**src/rtl/equal_precision_counter_pkg.sv**
```systemverilog
// Shared definitions for the equal-precision frequency counter:
// measurement FSM states and default gate / timeout lengths.
package equal_precision_counter_pkg;

  typedef enum logic [1:0] {
    IDLE = 2'd0,
    ARM  = 2'd1,
    GATE = 2'd2,
    DONE = 2'd3
  } state_t;

  localparam int DEF_GATE_CYCLES    = 100000;
  localparam int DEF_TIMEOUT_CYCLES = 1000000;

endpackage

```
**src/rtl/equal_precision_counter_signal_edge_sync.sv**
```systemverilog
// Brings the asynchronous signal under test into the sample-clock domain and
// produces a one-cycle pulse on each synchronized 0->1 transition. Pulses are
// suppressed until all three history flops hold real samples after reset, so a
// signal already high at reset release does not look like an edge.
module signal_edge_sync (
  input  logic clk,
  input  logic rst_n,
  input  logic din,
  output logic rise
);

  logic       sig_p0;
  logic       sig_p1;
  logic       sig_p2;
  logic [1:0] warm;

  // Two-flop synchronizer followed by the previous-value flop for edge detection
  always_ff @(posedge clk or negedge rst_n) begin
    if (!rst_n) begin
      sig_p0 <= 1'b0;
      sig_p1 <= 1'b0;
      sig_p2 <= 1'b0;
    end else begin
      sig_p0 <= din;
      sig_p1 <= sig_p0;
      sig_p2 <= sig_p1;
    end
  end

  // Count filled history stages; edges are trusted once all three are valid
  always_ff @(posedge clk or negedge rst_n) begin
    if (!rst_n) begin
      warm <= 2'd0;
    end else if (warm != 2'd3) begin
      warm <= warm + 2'd1;
    end
  end

  assign rise = (warm == 2'd3) && sig_p1 && !sig_p2;

endmodule

```
**src/rtl/equal_precision_counter.sv**
```systemverilog
// Equal-precision (reciprocal) frequency counter. After Start, the gate opens
// on a signal edge and closes on the first signal edge once the reference count
// reaches GATE_CYCLES, so both counts cover a whole number of signal periods.
module equal_precision_counter
  import equal_precision_counter_pkg::*;
#(
  parameter int CNT_W          = 32,
  parameter int GATE_CYCLES    = DEF_GATE_CYCLES,
  parameter int TIMEOUT_CYCLES = DEF_TIMEOUT_CYCLES
) (
  input  logic             HighSpeedClock,
  input  logic             nReset,
  input  logic             SignalIn,
  input  logic             Start,
  output logic             Busy,
  output logic [CNT_W-1:0] SigCount,
  output logic [CNT_W-1:0] RefCount,
  output logic             ResultValid,
  input  logic             ResultReady,
  output logic             Overflow,
  output logic             Timeout
);

  localparam int               TMO_W    = $clog2(TIMEOUT_CYCLES + 1);
  localparam logic [CNT_W-1:0] CNT_MAX  = '1;
  localparam logic [63:0]      GATE_LIM = 64'(GATE_CYCLES);
  localparam logic [63:0]      TMO_LIM  = 64'(TIMEOUT_CYCLES);

  state_t           state, state_n;
  logic [CNT_W-1:0] ref_q, ref_n;
  logic [CNT_W-1:0] sig_q, sig_n;
  logic             ovf_q, ovf_n;
  logic             tmo_q, tmo_n;
  logic [TMO_W-1:0] wait_q, wait_n;
  logic             sig_edge;
  logic             gate_full;
  logic             wait_done;
  logic             ref_sat;
  logic             sig_sat;

  signal_edge_sync u_sync (
    .clk   (HighSpeedClock),
    .rst_n (nReset),
    .din   (SignalIn),
    .rise  (sig_edge)
  );

  function automatic logic [CNT_W-1:0] sat_inc(input logic [CNT_W-1:0] v);
    return (v == CNT_MAX) ? v : v + CNT_W'(1);
  endfunction

  assign ref_sat   = (ref_q == CNT_MAX);
  assign sig_sat   = (sig_q == CNT_MAX);
  assign gate_full = (64'(ref_q) + 64'd1) >= GATE_LIM;
  assign wait_done = (64'(wait_q) + 64'd1) >= TMO_LIM;

  // Next-state and next-count logic for the measurement sequence
  always_comb begin
    state_n = state;
    ref_n   = ref_q;
    sig_n   = sig_q;
    ovf_n   = ovf_q;
    tmo_n   = tmo_q;
    wait_n  = wait_q;
    case (state)
      IDLE: begin
        wait_n = '0;
        if (Start) begin
          state_n = ARM;
          ref_n   = '0;
          sig_n   = '0;
          ovf_n   = 1'b0;
          tmo_n   = 1'b0;
        end
      end
      ARM: begin
        if (sig_edge) begin
          // Opening edge itself is not counted; both counts start from zero
          state_n = GATE;
          ref_n   = '0;
          sig_n   = '0;
        end else if (wait_done) begin
          state_n = DONE;
          tmo_n   = 1'b1;
          ref_n   = '0;
          sig_n   = '0;
        end else begin
          wait_n = wait_q + TMO_W'(1);
        end
      end
      GATE: begin
        ref_n = sat_inc(ref_q);
        if (ref_sat) ovf_n = 1'b1;
        if (sig_edge) begin
          sig_n = sat_inc(sig_q);
          if (sig_sat) ovf_n = 1'b1;
          // A saturated counter forces the gate shut on the next available edge
          if (gate_full || ovf_q || ref_sat || sig_sat) state_n = DONE;
        end
      end
      DONE: begin
        if (ResultReady) begin
          wait_n = '0;
          if (Start) begin
            state_n = ARM;
            ref_n   = '0;
            sig_n   = '0;
            ovf_n   = 1'b0;
            tmo_n   = 1'b0;
          end else begin
            state_n = IDLE;
          end
        end
      end
      default: state_n = IDLE;
    endcase
  end

  // State and counter registers; reset discards any measurement in progress
  always_ff @(posedge HighSpeedClock or negedge nReset) begin
    if (!nReset) begin
      state  <= IDLE;
      ref_q  <= '0;
      sig_q  <= '0;
      ovf_q  <= 1'b0;
      tmo_q  <= 1'b0;
      wait_q <= '0;
    end else begin
      state  <= state_n;
      ref_q  <= ref_n;
      sig_q  <= sig_n;
      ovf_q  <= ovf_n;
      tmo_q  <= tmo_n;
      wait_q <= wait_n;
    end
  end

  assign Busy        = (state == ARM) || (state == GATE);
  assign ResultValid = (state == DONE);
  assign SigCount    = sig_q;
  assign RefCount    = ref_q;
  assign Overflow    = ovf_q;
  assign Timeout     = tmo_q;

endmodule

```
**config.mk**
```make
export PLATFORM = sky130hd
export DESIGN_NAME = equal_precision_counter
export DESIGN_NICKNAME = d
export VERILOG_FILES = /design/src/rtl/equal_precision_counter_pkg.sv /design/src/rtl/equal_precision_counter_signal_edge_sync.sv /design/src/rtl/equal_precision_counter.sv
export SDC_FILE = /design/constraint.sdc
export NUM_CORES = 1
export LEC_CHECK = 0
export CORE_UTILIZATION = 48
export DETAILED_ROUTE_END_ITERATION = 12
export GPL_ROUTABILITY_DRIVEN = 0
export PLACE_DENSITY = 0.82
export SYNTH_ARGS = -nofsm -noshare
export SYNTH_HDL_FRONTEND = slang
export SYNTH_SLANG_ARGS = --single-unit
```
**constraint.sdc**
```tcl
create_clock -name HighSpeedClock -period 8.8 [get_ports HighSpeedClock]
set_input_delay 1.32 -clock HighSpeedClock [delete_from_list [all_inputs] [get_ports HighSpeedClock]]
set_output_delay 1.32 -clock HighSpeedClock [all_outputs]
set_load 0.05 [all_outputs]
```
==> key figures, run 1 <==
Outcome
  – Status: finished, final reports clean

Floorplan
  – Vert. Die Dim: 114 um
  – Core box area: 12200 sq um
  – Starting utilization of the core area: 49.9%
  – Die width: 114 um
  – Ports placed on the boundary: 73
  – Die area: 13100 sq um
  – Rows: 40

Global routing
  – Largest net degree at the start of global routing: 78
  – Total global-route track usage: 23.8%
  – Grt total ovfl: 0
  – Number of global-route vias before repair: 5460
  – Global-route wire length before repair: 25200 um
  – Initial antenna violation count: 0

Logic synthesis
  – Number of warnings reported in the yosys synthesis log: 0
  – Per-instance average area after synthesis: 8.44 sq um
  – Mapped cell area: 6070 sq um
  – Number of enable flip-flop cells after synthesis: 0
  – Cell with the most instances after synthesis: sky130_fd_sc_hd__dfrtp_1
  – Primary flip-flop cell chosen by synthesis mapping: sky130_fd_sc_hd__dfrtp_1
  – Area contributors post-synth: sky130_fd_sc_hd__dfrtp_1, sky130_fd_sc_hd__nand3_1, sky130_fd_sc_hd__nand2_1, sky130_fd_sc_hd__o21ai_0, sky130_fd_sc_hd__o31ai_1
  – Gate count after technology mapping: 720
  – Seq/Total Area, Yosys: 38.3%
  – Total nets after synthesis: 735
  – Number of distinct library cell variants in the gate-level netlist after synthesis: 61
  – Post-synth ARST share: 100%
  – Share of Yosys cell area claimed by the top area cell type: 38.3%
  – Top post-synthesis cells by count: sky130_fd_sc_hd__dfrtp_1, sky130_fd_sc_hd__nand2_1, sky130_fd_sc_hd__nand3_1, sky130_fd_sc_hd__o21ai_0, sky130_fd_sc_hd__nor2_1
  – Yosys top cell by area: sky130_fd_sc_hd__dfrtp_1
  – Synth Register Bits: 93

Route
  – Routed via count: 5843
  – Number of iterations in the first detailed-routing pass: 5
  – Routed wire length per instance: 16.2 um
  – Metal3 WL: 823 um
  – Met2 WL: 7470 um
  – DRT antenna net count: 0
  – Drt initial violations: 663
  – Detailed Route WL: 15200 um
  – Residual DRC count: 0
  – Uppermost metal layer occupied by signal nets: met4
  – Routed metal-1 wire length: 6650 um
  – Vias per cell: 6.23

Power
  – Leakage component of the power: 2.86 nW
  – IR drop worst, VDD: 0.000217 V
  – Power density over the cells: 188 nW/um^2
  – Total Power: 1.35 mW

STA
  – Transition at the pin with the smallest max-transition slack: 0.957 ns
  – Post-Route Skew: 0.00844 ns
  – Fin crit share: 44.9%
  – Upper clock frequency limit: 253 MHz
  – Slew margin rel.: 36.2%
  – Number of slew-limit violations in the final report: 0
  – Final hold viol count: 0
  – Unrepaired setup endpoints after global routing: no
  – Final setup viols: 0
  – Fin Setup TNS: 0 ns
  – Clock period minus final worst setup slack: 3.95 ns

Setup path
  – Capture point of the worst reg-to-reg path: RefCount[24]
  – Delay-heaviest family, CP: simple AND/OR/NAND/NOR gates
  – Max stage delay on crit path: 0.57 ns
  – R2r setup slk: 4.85 ns
  – CP Cell Sequence: ha_1, nand3_1, nor3_1, nand4_1, xor2_1, a211oi_1, o21a_4, o21ai_2, buf_4, nand2b_1, o41ai_1
  – Worst path bufs/invs: 1
  – Crit path DAT: 4.18 ns
  – R2r worst-path depth: 11
  – Data required time of the worst path: 9.03 ns
  – Logic depth of the worst setup path including buffers: 11
  – R2r startpoint: wait_q[0]
  – Path type of the worst setup path: reg -> reg
  – Critical Path End: RefCount[24]
  – Kind of end point of the critical path: flip-flop
  – Maximum net fanout on the critical path: 41
  – Critical path startpoint category: flip-flop
  – Worst path slowest cell: sky130_fd_sc_hd__nor3_1
  – First element of the critical path: wait_q[0]

Layout
  – Number of fill cells in the layout: 1076
  – Area Growth Syn to Fin: 18.0%
  – Ant. Diodes: 0
  – Fraction of layout instances using a drive strength above 1: 6.10%
  – Number of nets at the end of the flow: 780

Placed design
  – Buffers added on ports: 72
  – DP Wirelength: 10300 um

Hold path
  – Worst hold path startpoint: u_sync.sig_p0
  – Class of the worst hold path: reg -> reg

Clock network
  – Number of buffers inserted for hold repair after clock tree synthesis: 0
  – Maximum buffer depth of the clock tree: 2
  – Number of buffers created by CTS: 9
  – Depth of the CTS H-tree: 3
  – Clock net sink count: 93
  – Setup Buffers After CTS: 0
  – CTS tree: built
  – Worst skew pair latency: 0.35 ns
  – Post-cts resize count: 0
  – Root buffer cell: sky130_fd_sc_hd__clkbuf_16
  – CTS clk-pin slew, worst paths: 0.06 ns

Flow run
  – Max-cap check violation count: 0
[cell families after synthesis]
| kind of cell | count (synthesis) | share of synthesized area (%) |
|---|---|---|
| flops | 93 | 38.3 |
| simple gates | 357 | 32.1 |
| fa+ha+maj | 11 | 2.22 |
| mux | 10 | 1.71 |
| xor+xnor | 9 | 1.30 |
| compound gates | 185 | 20.6 |
| buf+inv | 55 | 3.73 |
[per-layer routing]
metal,up-vias,global-route usage [%]
met5,-,0
met1,2832,29.3
met2,191,41.1
met3,25,5.82
li1,2795,-
met4,0,7.62
[registers in the layout (all words and copies together), names as in the netlist]
| signal | count |
|---|---|
| wait_q | 20 |
| u_sync.sig_p0 | 1 |
| u_sync.warm | 2 |
| u_sync.sig_p2 | 1 |
| u_sync.sig_p1 | 1 |
| Overflow | 1 |
| SigCount | 32 |
| Timeout | 1 |
| state | 2 |
| RefCount | 32 |
[cells in the final DEF (no fill, tap or decap), drive strengths merged, types with 3 or more instances in the layout]
master,instances
o211ai,17
or3,5
o41ai,3
a221o,7
mux2,3
xnor2,7
nand2b,8
a31oi,15
nor2,44
nand4,15
a22o,4
clkdlybuf4s50,71
and4,8
and2,8
nor2b,5
clkinvlp,3
or4,3
a211oi,3
nand4b,4
clkbuf,12
a21oi,23
o31ai,25
nand2,87
a211o,11
or4b,15
nor3,14
mux2i,7
nand3,77
nand3b,13
o21ai,55
buf,9
or2,5
nor4bb,5
ha,10
a21o,8
dfrtp,93
inv,9
nor4,10
and3,26
[where the power goes]
| part | leakage, nW | switching, mW | internal, mW |
|---|---|---|---|
| Clock | 0.137 | 0.169 | 0.215 |
| Combinational | 1.45 | 0.367 | 0.132 |
| Sequential | 1.27 | 0.0231 | 0.445 |
| Total | 2.86 | 0.559 | 0.793 |
[cell type report]
| cell class | count | area (sq um) | share of cell area, % |
|---|---|---|---|
| clock buffers | 12 | 267 | 3.72 |
| clock inverters | 4 | 31.3 | 0.436 |
| inverters | 9 | 33.8 | 0.471 |
| multi-input cells | 572 | 3520 | 49.1 |
| flip-flops and latches | 93 | 2330 | 32.5 |
| well taps | 168 | 210 | 2.93 |
| repair buffers | 80 | 778 | 10.9 |
[per-stage QoR]
step	util, %	setup slack (ns)	instances	cell area [sq um]	hold WS [ns]
after floorplan	-	5.60	720	6070	0.331
after CTS	59.0	4.89	938	7170	0.358
after global routing	59.0	4.52	938	7170	0.365
after detailed placement	56.5	4.91	922	6870	0.343
final	59.0	4.85	938	7170	0.355
after global placement	56.5	5.09	922	6870	0.336
[worst min path at each step]
stage	end	slack, ns	cells after the start
3_3_place_gp	u_sync.sig_p1	0.34	0
5_1_grt	u_sync.sig_p1	0.36	0
3_5_place_dp	u_sync.sig_p1	0.34	0
6_report	u_sync.sig_p1	0.35	0
4_1_cts	u_sync.sig_p1	0.36	0
2_1_floorplan	u_sync.sig_p1	0.33	0
[worst reg2reg max path: stages (launching register included)]
cell,delay (ns)
sky130_fd_sc_hd__dfrtp_1,0.43
sky130_fd_sc_hd__ha_1,0.23
sky130_fd_sc_hd__nand3_1,0.19
sky130_fd_sc_hd__nor3_1,0.57
sky130_fd_sc_hd__nand4_1,0.29
sky130_fd_sc_hd__xor2_1,0.21
sky130_fd_sc_hd__a211oi_1,0.27
sky130_fd_sc_hd__o21a_4,0.24
sky130_fd_sc_hd__o21ai_2,0.06
sky130_fd_sc_hd__buf_4,0.26
sky130_fd_sc_hd__nand2b_1,0.57
sky130_fd_sc_hd__o41ai_1,0.50
(Power assumes the default switching activity.)
==> inputs of run 2 (changes only) <==
==> constraint.sdc (replaced) <==
create_clock -name HighSpeedClock -period 3.7 [get_ports HighSpeedClock]
set_input_delay 0.555 -clock HighSpeedClock [delete_from_list [all_inputs] [get_ports HighSpeedClock]]
set_output_delay 0.555 -clock HighSpeedClock [all_outputs]
set_load 0.05 [all_outputs]
==> key figures, run 2 (synthesis results as in run 1) <==
Route
  – DRT antenna net count: 0
  – Number of iterations in the first detailed-routing pass: 5
  – Vias per cell: 6.26
  – Routed via count: 5935
  – Residual DRC count: 0
  – Detailed Route WL: 15600 um
  – Routed wire length per instance: 16.4 um
  – Drt initial violations: 835

Floorplan
  – Rows: 40
  – Core box area: 12200 sq um
  – Vert. Die Dim: 114 um
  – Ports placed on the boundary: 73
  – Die width: 114 um
  – Starting utilization of the core area: 49.9%
  – Die area: 13100 sq um

Clock network
  – Setup Buffers After CTS: 0
  – Number of buffers inserted for hold repair after clock tree synthesis: 0
  – Root buffer cell: sky130_fd_sc_hd__clkbuf_16
  – CTS clk-pin slew, worst paths: 0.06 ns
  – Clock net sink count: 93
  – CTS tree: built
  – Depth of the CTS H-tree: 3
  – Worst skew pair latency: 0.35 ns
  – Number of buffers created by CTS: 9
  – Maximum buffer depth of the clock tree: 2

Hold path
  – Class of the worst hold path: in -> async

STA
  – Clock period minus final worst setup slack: 3.44 ns
  – Upper clock frequency limit: 291 MHz
  – Final hold viol count: 0
  – Fin Setup TNS: 0 ns
  – Final setup viols: 0
  – Post-Route Skew: 0.0104 ns
  – Transition at the pin with the smallest max-transition slack: 0.939 ns
  – Number of slew-limit violations in the final report: 0
  – Slew margin rel.: 37.4%
  – Setup ws final: 0.263 ns
  – Fin crit share: 92.9%
  – Unrepaired setup endpoints after global routing: no

Layout
  – Area Growth Syn to Fin: 19.5%
  – Ant. Diodes: 0
  – Commonest non-fill, non-tap cell in the layout: sky130_fd_sc_hd__dfrtp_1
  – Number of fill cells in the layout: 1026
  – Number of nets at the end of the flow: 791
  – Fraction of layout instances using a drive strength above 1: 7.18%
  – Commonest cells after routing, fill and taps aside: sky130_fd_sc_hd__dfrtp_1, sky130_fd_sc_hd__nand2_1, sky130_fd_sc_hd__nand3_1
  – Post-layout instance area: 7260 sq um

Global routing
  – Initial antenna violation count: 0
  – Total global-route track usage: 24.5%
  – Largest net degree at the start of global routing: 66
  – Global-route wire length before repair: 25800 um
  – Grt total ovfl: 0
  – Number of global-route vias before repair: 5319

Outcome
  – Status: finished, final reports clean

Placed design
  – DP Wirelength: 10400 um
  – Buffers added on ports: 72
  – Setup Slack @ Placement: 0.0374 ns
  – Placed standard-cell area: 6950 sq um

Setup path
  – Kind of end point of the critical path: flip-flop
  – Critical path startpoint category: flip-flop
  – Path type of the worst setup path: reg -> reg
  – Data required time of the worst path: 3.93 ns
  – Maximum net fanout on the critical path: 19
  – Crit path DAT: 3.66 ns

Power
  – IR drop worst, VDD: 0.000430 V
  – Power density over the cells: 459 nW/um^2
  – Leakage component of the power: 2.92 nW
  – Total Power: 3.33 mW

Flow run
  – Max-cap check violation count: 0
## run 2: area by class of cell
type,count,area (sq um),share of cell area [%]
Timing Repair Buffer,90,853,11.8
Inverter,9,33.8,0.465
Clock inverter,1,30.0,0.414
Multi-Input combinational cell,573,3540,48.8
Clock buffer,14,264,3.64
Sequential cell,93,2330,32.1
Tap cell,168,210,2.90
## run 2: routing by layer
| metal | up-vias | share of wire (%) | track usage [%] | wire length (um) |
|---|---|---|---|---|
| met5 | - | 0 | 0 | 0 |
| met4 | 0 | 2.6 | 10.8 | 400 |
| met3 | 29 | 5.9 | 3.49 | 922 |
| met2 | 232 | 48 | 39.8 | 7460 |
| met1 | 2847 | 44 | 32.7 | 6780 |
| li1 | 2827 | - | - | - |
## run 2: worst max-delay path: stages (launching register included)
cell and delay [ns]:
sky130_fd_sc_hd__dfrtp_1 0.43, sky130_fd_sc_hd__ha_1 0.24, sky130_fd_sc_hd__nand3_1 0.22, sky130_fd_sc_hd__or3_1 0.51, sky130_fd_sc_hd__o31ai_1 0.31, sky130_fd_sc_hd__a32oi_1 0.17
sky130_fd_sc_hd__o21a_4 0.29, sky130_fd_sc_hd__o31ai_1 0.20, sky130_fd_sc_hd__nand2_1 0.44, sky130_fd_sc_hd__a221o_1 0.50
## run 2: timing repair
| item | CTS | global route |
|---|---|---|
| hold endpoints to repair | 0 | 0 |
| gates resized for setup | 0 | 2 |
| endpoints found under the setup margin | 0 | 41 |
## run 2: where the power goes
part	switching, mW	internal, mW	total, mW
logic	0.914	0.363	1.28
clock network	0.383	0.558	0.941
registers	0.0542	1.06	1.11
total	1.35	1.98	3.33
## run 2: worst paths after layout
check	endpoint	start	slack, ns	cells past startpoint
hold reg to reg	u_sync.sig_p1	u_sync.sig_p0	0.35	0
min in group HighSpeedClock	u_sync.sig_p1	u_sync.sig_p0	0.35	0
setup reg to reg	wait_q[18]	wait_q[0]	0.26	9
max in group asynchronous	u_sync.sig_p1	nReset	2.65	2
hold / removal	RefCount[14]	nReset	0.31	1
setup / recovery	wait_q[18]	wait_q[0]	0.26	9
## run 2: through the flow
stage	util [%]	std cells	hold slack, ns
2_1_floorplan	-	720	0.259
3_3_place_gp	57.1	932	0.334
3_5_place_dp	57.1	932	0.337
4_1_cts	59.5	947	0.347
5_1_grt	59.7	948	0.359
6_report	59.7	948	0.312
==> inputs of run 3 (changes only) <==
--- a/config.mk
+++ b/config.mk
@@ -5,10 +5,12 @@
 export SDC_FILE = /design/constraint.sdc
 export NUM_CORES = 1
 export LEC_CHECK = 0
-export CORE_UTILIZATION = 48
+export CELL_PAD_IN_SITES_DETAIL_PLACEMENT = 0
+export CELL_PAD_IN_SITES_GLOBAL_PLACEMENT = 2
+export CORE_UTILIZATION = 34
 export DETAILED_ROUTE_END_ITERATION = 12
 export GPL_ROUTABILITY_DRIVEN = 0
-export PLACE_DENSITY = 0.82
+export PLACE_DENSITY = 0.92
 export SYNTH_ARGS = -nofsm -noshare
 export SYNTH_HDL_FRONTEND = slang
 export SYNTH_SLANG_ARGS = --single-unit
==> key figures, run 3 (synthesis results as in run 1) <==
Floorplan
  – Rows: 48
  – Vert. Die Dim: 136 um
  – Ports placed on the boundary: 73
  – Die area: 18400 sq um
  – Starting utilization of the core area: 35.0%
  – Core box area: 17400 sq um
  – Die width: 136 um

Global routing
  – Global-route wire length before repair: 27000 um
  – GR met2 Demand/Resource: 28.8%
  – Number of global-route vias before repair: 5355
  – Met3 Usage GRT: 4.71%
  – Total global-route track usage: 18.4%
  – Met1 demand-to-capacity share in global routing: 24.8%
  – Grt total ovfl: 0
  – Layer with the highest usage after global routing: met2
  – Initial antenna violation count: 0
  – Largest net degree at the start of global routing: 72

Route
  – DRT antenna net count: 0
  – Drt initial violations: 397
  – Routed via count: 5879
  – Routed wire length per instance: 16.4 um
  – Number of iterations in the first detailed-routing pass: 5
  – Detailed Route WL: 16500 um
  – Residual DRC count: 0
  – Vias per cell: 5.83

Clock network
  – CTS clk-pin slew, worst paths: 0.07 ns
  – CTS tree: built
  – Setup Buffers After CTS: 0
  – Clock net sink count: 93
  – Worst skew pair latency: 0.36 ns
  – Root buffer cell: sky130_fd_sc_hd__clkbuf_16
  – Number of buffers created by CTS: 9
  – Maximum buffer depth of the clock tree: 2
  – Depth of the CTS H-tree: 3

Layout
  – Number of nets at the end of the flow: 794
  – Fraction of layout instances using a drive strength above 1: 7.91%
  – Cell Count, Final, Fillers Out: 1009
  – Ant. Diodes: 0
  – Commonest cells after routing, fill and taps aside: sky130_fd_sc_hd__dfrtp_1, sky130_fd_sc_hd__nand2_1, sky130_fd_sc_hd__nand3_1
  – Number of fill cells in the layout: 1687
  – Area Growth Syn to Fin: 20.7%
  – Post-layout instance area: 7330 sq um
  – Commonest non-fill, non-tap cell in the layout: sky130_fd_sc_hd__dfrtp_1

STA
  – Final setup viols: 0
  – Transition at the pin with the smallest max-transition slack: 0.914 ns
  – Number of slew-limit violations in the final report: 0
  – Worst hold slack: 0.295 ns
  – Clock period minus final worst setup slack: 3.35 ns
  – Post-Route Skew: 0.00687 ns
  – Setup ws final: 0.351 ns
  – Fin crit share: 90.5%
  – Fin Setup TNS: 0 ns
  – Final hold viol count: 0
  – Upper clock frequency limit: 299 MHz
  – Slew margin rel.: 39.1%
  – Unrepaired setup endpoints after global routing: no

Setup path
  – R2r worst-path depth: 9
  – Data required time of the worst path: 3.95 ns
  – R2r startpoint: wait_q[3]
  – First element of the critical path: wait_q[3]
  – Path type of the worst setup path: reg -> reg
  – Crit path DAT: 3.60 ns
  – Critical Path End: state[1]
  – Maximum net fanout on the critical path: 9
  – Capture point of the worst reg-to-reg path: state[1]
  – Kind of end point of the critical path: flip-flop
  – Critical path startpoint category: flip-flop
  – R2r setup slk: 0.35 ns

Outcome
  – Status: finished, final reports clean

Placed design
  – Buffers added on ports: 72
  – DP Wirelength: 10900 um
  – # placed instances: 992
  – Setup Slack @ Placement: 0.260 ns
  – Placed standard-cell area: 7040 sq um

Hold path
  – Class of the worst hold path: in -> async

Power
  – Power density over the cells: 449 nW/um^2
  – Leakage component of the power: 2.93 nW
  – IR drop worst, VDD: 0.000331 V

Flow run
  – Max-cap check violation count: 0
[run 3: layer usage]
metal / wire (um) / part of all wire, %
met3: 898 / 5.4
met2: 7750 / 47
met5: 0 / 0
met1: 7680 / 46
met4: 189 / 1.1
[run 3: timing repair]
item / in CTS / in global routing
setup endpoints to repair: 0 / 7
hold buffers: 0 / 0
endpoints found under the hold margin: 0 / 0
gates resized for setup: 0 / 1
[run 3: how the worst min path moves through the flow]
stage               endpoint  cells after the start  slack, ns
3_5_place_dp   u_sync.sig_p1                      0       0.34
2_1_floorplan       Overflow                      0       0.26
4_1_cts         RefCount[15]                      1       0.34
6_report        RefCount[15]                      1       0.29
5_1_grt        u_sync.sig_p1                      0       0.36
3_3_place_gp   u_sync.sig_p1                      0       0.34
[run 3: area by class of cell]
type / count / area [sq um] / area share [%]
Sequential cell: 93 / 2330 / 31.7
Clock inverter: 6 / 38.8 / 0.529
Multi-Input combinational cell: 573 / 3540 / 48.2
Timing Repair Buffer: 93 / 876 / 11.9
Tap cell: 225 / 282 / 3.84
Clock buffer: 10 / 239 / 3.26
Inverter: 9 / 33.8 / 0.461
[run 3: metrics by stage]
step	utilization, %	power, mW
2_1_floorplan	-	2.04
3_3_place_gp	40.6	2.37
3_5_place_dp	40.6	2.40
4_1_cts	42.2	3.30
5_1_grt	42.3	3.50
6_report	42.3	3.30
[run 3: critical path, stage by stage (launching register included)]
cell                      delay [ns]
sky130_fd_sc_hd__dfrtp_1        0.46
sky130_fd_sc_hd__nand4_2        0.28
sky130_fd_sc_hd__or4_4          0.51
sky130_fd_sc_hd__or4_1          0.48
sky130_fd_sc_hd__a21o_1         0.19
sky130_fd_sc_hd__a32oi_1        0.19
sky130_fd_sc_hd__o21a_4         0.25
sky130_fd_sc_hd__o21ai_2        0.10
sky130_fd_sc_hd__nor3_1         0.39
sky130_fd_sc_hd__mux2_2         0.38
[run 3: where the power goes]
group	switching [mW]	internal, mW
Clock	0.423	0.472
Sequential	0.0544	1.06
Combinational	0.926	0.362
